[src/rtl/mem_ctrl_pkg.sv]
// mem_cycle_ctrl shared types
// state encoding and address offsets
package mem_ctrl_pkg;

  localparam int PC_STEP   = 2;
  localparam int WORD1_OFS = 1;

  typedef enum logic [3:0] {
    IDLE,
    FETCH,
    FETCH_LAT,
    DECODE,
    READ,
    READ_LAT,
    EXEC,
    WRITE,
    CLEAR,
    DONE
  } state_t;

endpackage

[src/rtl/mem_ctrl_fsm.sv]
// mem_cycle_ctrl sequencer
// state register and next-state logic
module mem_ctrl_fsm
  import mem_ctrl_pkg::*;
(
  input  logic   clk,
  input  logic   rst_n,
  input  logic   cmd_valid,
  input  logic   dec_valid,
  input  logic   alu_valid,
  input  logic   wr,
  input  logic   clr,
  output state_t state,
  output state_t state_nxt
);

  // next state; DECODE and EXEC wait on their valids
  always_comb begin
    state_nxt = state;
    unique case (state)
      IDLE:      if (cmd_valid) state_nxt = FETCH;
      FETCH:     state_nxt = FETCH_LAT;
      FETCH_LAT: state_nxt = DECODE;
      DECODE:    if (dec_valid) state_nxt = READ;
      READ:      state_nxt = READ_LAT;
      READ_LAT:  state_nxt = EXEC;
      EXEC: begin
        if (alu_valid) begin
          if (wr)       state_nxt = WRITE;
          else if (clr) state_nxt = CLEAR;
          else          state_nxt = DONE;
        end
      end
      WRITE:     state_nxt = clr ? CLEAR : DONE;
      CLEAR:     state_nxt = DONE;
      DONE:      state_nxt = IDLE;
      default:   state_nxt = IDLE;
    endcase
  end

  // state register
  always_ff @(posedge clk or negedge rst_n) begin
    if (!rst_n) state <= IDLE;
    else        state <= state_nxt;
  end

endmodule

[src/rtl/mem_cycle_ctrl.sv]
// mem_cycle_ctrl top
// drives memory addresses/strobes for one instruction
module mem_cycle_ctrl
  import mem_ctrl_pkg::*;
#(
  parameter int DATA_WIDTH = 16
) (
  input  logic                  clk,
  input  logic                  rst_n,
  input  logic                  cmd_valid,
  output logic                  cmd_ready,
  input  logic [DATA_WIDTH-1:0] cmd_pc,
  input  logic                  dec_valid,
  input  logic [DATA_WIDTH-1:0] dec_sr1,
  input  logic [DATA_WIDTH-1:0] dec_sr2,
  input  logic [DATA_WIDTH-1:0] dec_sr3,
  input  logic [DATA_WIDTH-1:0] dec_rd,
  input  logic                  dec_wr,
  input  logic                  dec_clr,
  input  logic                  alu_valid,
  input  logic [DATA_WIDTH-1:0] alu_result,
  input  logic [DATA_WIDTH-1:0] mem_iro,
  input  logic [DATA_WIDTH-1:0] mem_irt,
  input  logic [DATA_WIDTH-1:0] mem_out1,
  input  logic [DATA_WIDTH-1:0] mem_out2,
  input  logic [DATA_WIDTH-1:0] mem_out3,
  output logic [DATA_WIDTH-1:0] pc,
  output logic [DATA_WIDTH-1:0] two,
  output logic [DATA_WIDTH-1:0] sr1,
  output logic [DATA_WIDTH-1:0] sr2,
  output logic [DATA_WIDTH-1:0] sr3,
  output logic [DATA_WIDTH-1:0] rd,
  output logic [DATA_WIDTH-1:0] data,
  output logic                  MEMWRITE,
  output logic                  WRITEZERO,
  output logic [DATA_WIDTH-1:0] ir0,
  output logic [DATA_WIDTH-1:0] ir1,
  output logic [DATA_WIDTH-1:0] op1,
  output logic [DATA_WIDTH-1:0] op2,
  output logic [DATA_WIDTH-1:0] op3,
  output logic                  busy,
  output logic                  done,
  output logic [DATA_WIDTH-1:0] next_pc
);

  localparam logic [DATA_WIDTH-1:0] OFS1 =
    DATA_WIDTH'(WORD1_OFS);
  localparam logic [DATA_WIDTH-1:0] STEP =
    DATA_WIDTH'(PC_STEP);

  state_t                state;
  state_t                state_nxt;
  logic [DATA_WIDTH-1:0] cpc;
  logic [DATA_WIDTH-1:0] rd_q;
  logic                  wr_q;
  logic                  clr_q;

  mem_ctrl_fsm u_fsm (
    .clk       (clk),
    .rst_n     (rst_n),
    .cmd_valid (cmd_valid),
    .dec_valid (dec_valid),
    .alu_valid (alu_valid),
    .wr        (wr_q),
    .clr       (clr_q),
    .state     (state),
    .state_nxt (state_nxt)
  );

  assign cmd_ready = (state == IDLE);
  assign busy      = (state != IDLE);

  // fetch: addresses set on entry so they are valid in FETCH
  always_ff @(posedge clk or negedge rst_n) begin
    if (!rst_n) begin
      cpc <= '0;
      pc  <= '0;
      ir0 <= '0;
      ir1 <= '0;
    end else begin
      if (state_nxt == FETCH && state == IDLE) begin
        cpc <= cmd_pc;
        pc  <= cmd_pc;
      end
      if (state == FETCH_LAT) begin
        ir0 <= mem_iro;
        ir1 <= mem_irt;
      end
    end
  end

  // two is shared by fetch of word 1 and the clear strobe
  always_ff @(posedge clk or negedge rst_n) begin
    if (!rst_n) begin
      two <= '0;
    end else if (state == IDLE && cmd_valid) begin
      two <= cmd_pc + OFS1;
    end else if (state_nxt == CLEAR) begin
      two <= cpc + OFS1;
    end
  end

  // decode capture and operand read
  always_ff @(posedge clk or negedge rst_n) begin
    if (!rst_n) begin
      sr1   <= '0;
      sr2   <= '0;
      sr3   <= '0;
      rd_q  <= '0;
      wr_q  <= 1'b0;
      clr_q <= 1'b0;
      op1   <= '0;
      op2   <= '0;
      op3   <= '0;
    end else begin
      if (state == DECODE && dec_valid) begin
        sr1   <= dec_sr1;
        sr2   <= dec_sr2;
        sr3   <= dec_sr3;
        rd_q  <= dec_rd;
        wr_q  <= dec_wr;
        clr_q <= dec_clr;
      end
      if (state == READ_LAT) begin
        op1 <= mem_out1;
        op2 <= mem_out2;
        op3 <= mem_out3;
      end
    end
  end

  // writeback, strobes and completion, all from next state
  always_ff @(posedge clk or negedge rst_n) begin
    if (!rst_n) begin
      rd        <= '0;
      data      <= '0;
      next_pc   <= '0;
      MEMWRITE  <= 1'b0;
      WRITEZERO <= 1'b0;
      done      <= 1'b0;
    end else begin
      if (state_nxt == WRITE) begin
        rd   <= rd_q;
        data <= alu_result;
      end
      if (state_nxt == DONE) next_pc <= cpc + STEP;
      MEMWRITE  <= (state_nxt == WRITE);
      WRITEZERO <= (state_nxt == CLEAR);
      done      <= (state_nxt == DONE);
    end
  end

endmodule

[config.mk]
export PLATFORM = sky130hd
export DESIGN_NAME = mem_cycle_ctrl
export DESIGN_NICKNAME = d
export VERILOG_FILES = /design/src/rtl/mem_ctrl_pkg.sv /design/src/rtl/mem_ctrl_fsm.sv /design/src/rtl/mem_cycle_ctrl.sv
export SDC_FILE = /design/constraint.sdc
export NUM_CORES = 1
export LEC_CHECK = 0
export ABC_AREA = 0
export CORE_MARGIN = 4
export CORE_UTILIZATION = 43
export DETAILED_ROUTE_END_ITERATION = 6
export HOLD_SLACK_MARGIN = 0.08
export PLACE_DENSITY_LB_ADDON = 0.15
export SYNTH_ARGS = -nofsm -noshare
export SYNTH_HDL_FRONTEND = slang
export SYNTH_SLANG_ARGS = --single-unit
export TNS_END_PERCENT = 1
[constraint.sdc]
create_clock -name clk -period 3.6 [get_ports clk]
set_input_delay 0.54 -clock clk [delete_from_list [all_inputs] [get_ports clk]]
set_output_delay 0.54 -clock clk [all_outputs]
set_load 0.01 [all_outputs]
==> impl_metrics.py <==
metrics = {
    "global_route": {
        "antenna_found_initial": 1,
        "grt-ovfl-total": 0,
        "grt_max_degree": 94,
        "grt_pass1_vias": 7350,
        "grt_pass1_wl_mm": 41.70,
        "grt.total_usage_pct": 21.25,
    },
    "synth": {
        "synth_top_area_share_pct": 60.71,
        "ys_seq_area_share_pct": 60.71,
        "syn_area_sq_um": 9604,
        "synth_fp_nets": 854,
        "synth.distinct_cells": 53,
        "synth.avg_cell_area_sq_um": 14.36,
        "synth-seq-cells": 233,
        "yosysTopAreaCell": "dfrtp_1",
        "synth_edf_count": 0,
        "synthTopCellsByCount": "dfrtp_1 (233), mux2_2 (209), nand2_1 (30), clkbuf_1 (19), xnor2_1 (16)",
        "async_flop_share_pct": 100.0,
        "synthTopCellsByArea": "dfrtp_1 (61%), mux2_2 (25%), xnor2_1 (1.5%)",
        "synth_most_common_cell": "dfrtp_1",
        "netlist_instances": 669,
        "ys_dominant_reg_cell": "dfrtp_1",
        "yosysWarningCount": 0,
    },
    "cells_and_area": {
        "final_cell_area_sq_um": 14730,
        "layout-drive-gt1-share_pct": 25.48,
        "nets": 1253,
        "fin_cells": 1368,
        "n_fill_cell": 1653,
        "area_growth_pct": 53.41,
    },
    "critical_path": {
        "worst_path_dominant_cell_family": "simple AND/OR/NAND/NOR gates",
        "end_kind": "flip-flop",
        "cp-start-kind": "flip-flop",
        "critical_path.cell_chain": "or4_4 -> inv_4 -> nand2_1 -> nand2_1 -> nand2_1 -> ha_1 -> nand4_1 -> or3_1 -> o22ai_1 -> xnor2_1 -> mux2_2",
        "r2r_slack_ns": 0.56,
        "cp_max_fo": 16,
        "critPathBufInv": 1,
        "path_class": "flip-flop to flip-flop",
        "slowest_stage": "or4_4",
        "worstPathRequired_ns": 4.00,
        "cp.arrival_ns": 3.44,
        "cp_common_cell": "nand2_1",
        "max_stage_delay_ns": 0.65,
    },
    "sta": {
        "finalHoldWorstSlack_ns": 0.5025,
        "finalSetupTns_ns": 0,
        "setup_viol": 0,
        "fin_crit_ns": 3.042,
        "finalClockSkew_ns": 0.02208,
        "rsz0062_at_grt": "false",
        "drv_slew": 0,
        "post-route-period-util_pct": 84.51,
        "tightest_slew_ns": 0.7360,
        "timing.fmax_ghz": 0.3287,
        "hold_violations": 0,
        "relSlewSlack_pct": 50.94,
    },
    "power_and_ir_drop": {
        "p_leak_nw": 6.194,
        "internal-power_mw": 9.056,
        "power_switching_mw": 4.261,
        "ir_drop_mv": 0.5200,
        "total_power_mw": 13.32,
        "pwr-share-comb_pct": 44.9,
        "p_seq_share_pct": 35.9,
        "netSwitchingFraction_pct": 32.00,
        "p_per_area_nw_per_um2": 903.8,
        "pwr-share-clk_pct": 19.1,
    },
    "place": {
        "io_buffers": 395,
        "dp.cells": 1319,
        "dp_hpwl_mm": 20.37,
        "placed_cell_area_sq_um": 13880,
        "gp_congestion": 0.8690,
    },
    "floorplan": {
        "rows": 54,
        "ios": 396,
        "fp.dieW_um": 157.5,
        "dieArea_sq_um": 24790,
        "core_area_sq_um": 21890,
        "die_y_um": 157.5,
        "initial_core_util_pct": 43.87,
    },
    "route": {
        "wirelength_mm": 27.49,
        "wl_per_cell_um": 20.10,
        "drt_first_pass_iters": 4,
        "viasPerCell": 5.113,
        "ant_nets": 0,
        "drtIter0Drc": 315,
        "vias": 6994,
        "drc": 0,
    },
    "hold_path": {
        "hp-class": "flip-flop to flip-flop",
    },
    "clocking": {
        "cts_tree": "built",
        "cts_made_buffers": 26,
        "cts.clk_slew.worst_paths_ns": 0.06,
        "clk_latency_ns": 0.53,
        "cts_root_buf": "clkbuf_16",
        "cts.repair.resized": 0,
        "cts_max_level": 1,
        "clock-sinks": 233,
        "clk_path_buf_depth": 3,
    },
    "status": {
        "outcome": "complete, no violations",
    },
    "job": {
        "drv_cap": 0,
    },
}
-- through the flow --
step,setup WS (ns),utilization [%]
finish,0.5577,67.31
global route,0.4026,67.31
CTS,0.5861,67.30
detailed placement,0.5216,63.40
global placement,0.5626,63.40
floorplan,0.5493,-
-- power by group through the flow --
stage / Sequential [mW] / Combinational, mW / Clock, mW
detailed placement: 4.82 / 6.05 / 0
global route: 4.96 / 6.41 / 2.74
floorplan: 5.16 / 2.33 / 0
CTS: 4.79 / 6.08 / 2.62
global placement: 4.76 / 5.98 / 0
finish: 4.78 / 5.99 / 2.55
-- routing by layer --
metal  global-route usage (%)  up-vias  wire, um
li1                         -     3202         -
met1                    26.52     3420     10670
met3                    7.424       52      2764
met4                    6.227        0       766
met5                        0        -         0
met2                    35.17      320     13290
-- placed cells by master (no fill, tap or decap), types with 3 or more instances in the layout --
| cell type | count |
|---|---|
| o211ai_1 | 9 |
| and3_1 | 8 |
| a21oi_1 | 5 |
| o31ai_1 | 4 |
| xnor2_1 | 16 |
| mux2_2 | 209 |
| xor2_1 | 10 |
| clkbuf_16 | 26 |
| buf_12 | 3 |
| buf_4 | 9 |
| clkinv_2 | 5 |
| nor2_1 | 7 |
| or3_1 | 3 |
| o21ai_0 | 11 |
| inv_1 | 11 |
| clkdlybuf4s50_1 | 394 |
| mux2i_1 | 3 |
| nand2_1 | 30 |
| clkbuf_1 | 5 |
| nand3_1 | 13 |
| nand4_1 | 10 |
| dfrtp_1 | 233 |
| and4_1 | 6 |
| nor2b_1 | 3 |
| clkbuf_8 | 9 |
-- layout make-up --
cell class / instances / area, sq um / area share (%)
Sequential cell: 233 / 5831 / 39.57
Timing Repair Buffer: 408 / 4096 / 27.80
Multi-Input combinational cell: 387 / 3565 / 24.19
Clock buffer: 40 / 793.3 / 5.384
Tap cell: 280 / 350.3 / 2.378
Clock inverter: 7 / 48.80 / 0.3312
Inverter: 12 / 47.55 / 0.3227
Antenna cell: 1 / 2.502 / 0.01698
-- what timing repair did --
item                      CTS  global route
setup buffers               0             0
hold endpoints to repair   41             0
hold buffers                1             0
-- logic make-up after synthesis --
group / Yosys count / synth area share [%]
DFF: 233 / 60.71
buffers and inverters: 49 / 2.384
muxes: 214 / 25.21
xor gates and xnor gates: 26 / 2.371
and+or+nand+nor: 94 / 5.407
AOI/OAI and AO/OA: 51 / 3.661
adders and majority gates: 2 / 0.2605
-- path summary, 6_finish.rpt --
path / end / startpoint / depth (start not counted)
min reg2reg: op2[1] / op2[1] / 1
min: op2[1] / op2[1] / 1
max in group asynchronous: op1[4] / rst_n / 3
max: two[12] / u_fsm.state[1] / 11
min in group asynchronous: next_pc[8] / rst_n / 2
max reg2reg: two[12] / u_fsm.state[1] / 11
-- worst register-to-register path: stages, from the launching register on --
cell,delay (ns)
dfrtp_1,0.48
or4_4,0.65
inv_4,0.19
nand2_1,0.27
nand2_1,0.17
nand2_1,0.08
ha_1,0.31
nand4_1,0.16
or3_1,0.13
o22ai_1,0.08
xnor2_1,0.13
mux2_2,0.26
Note: power is estimated with default switching activity, not from simulation.
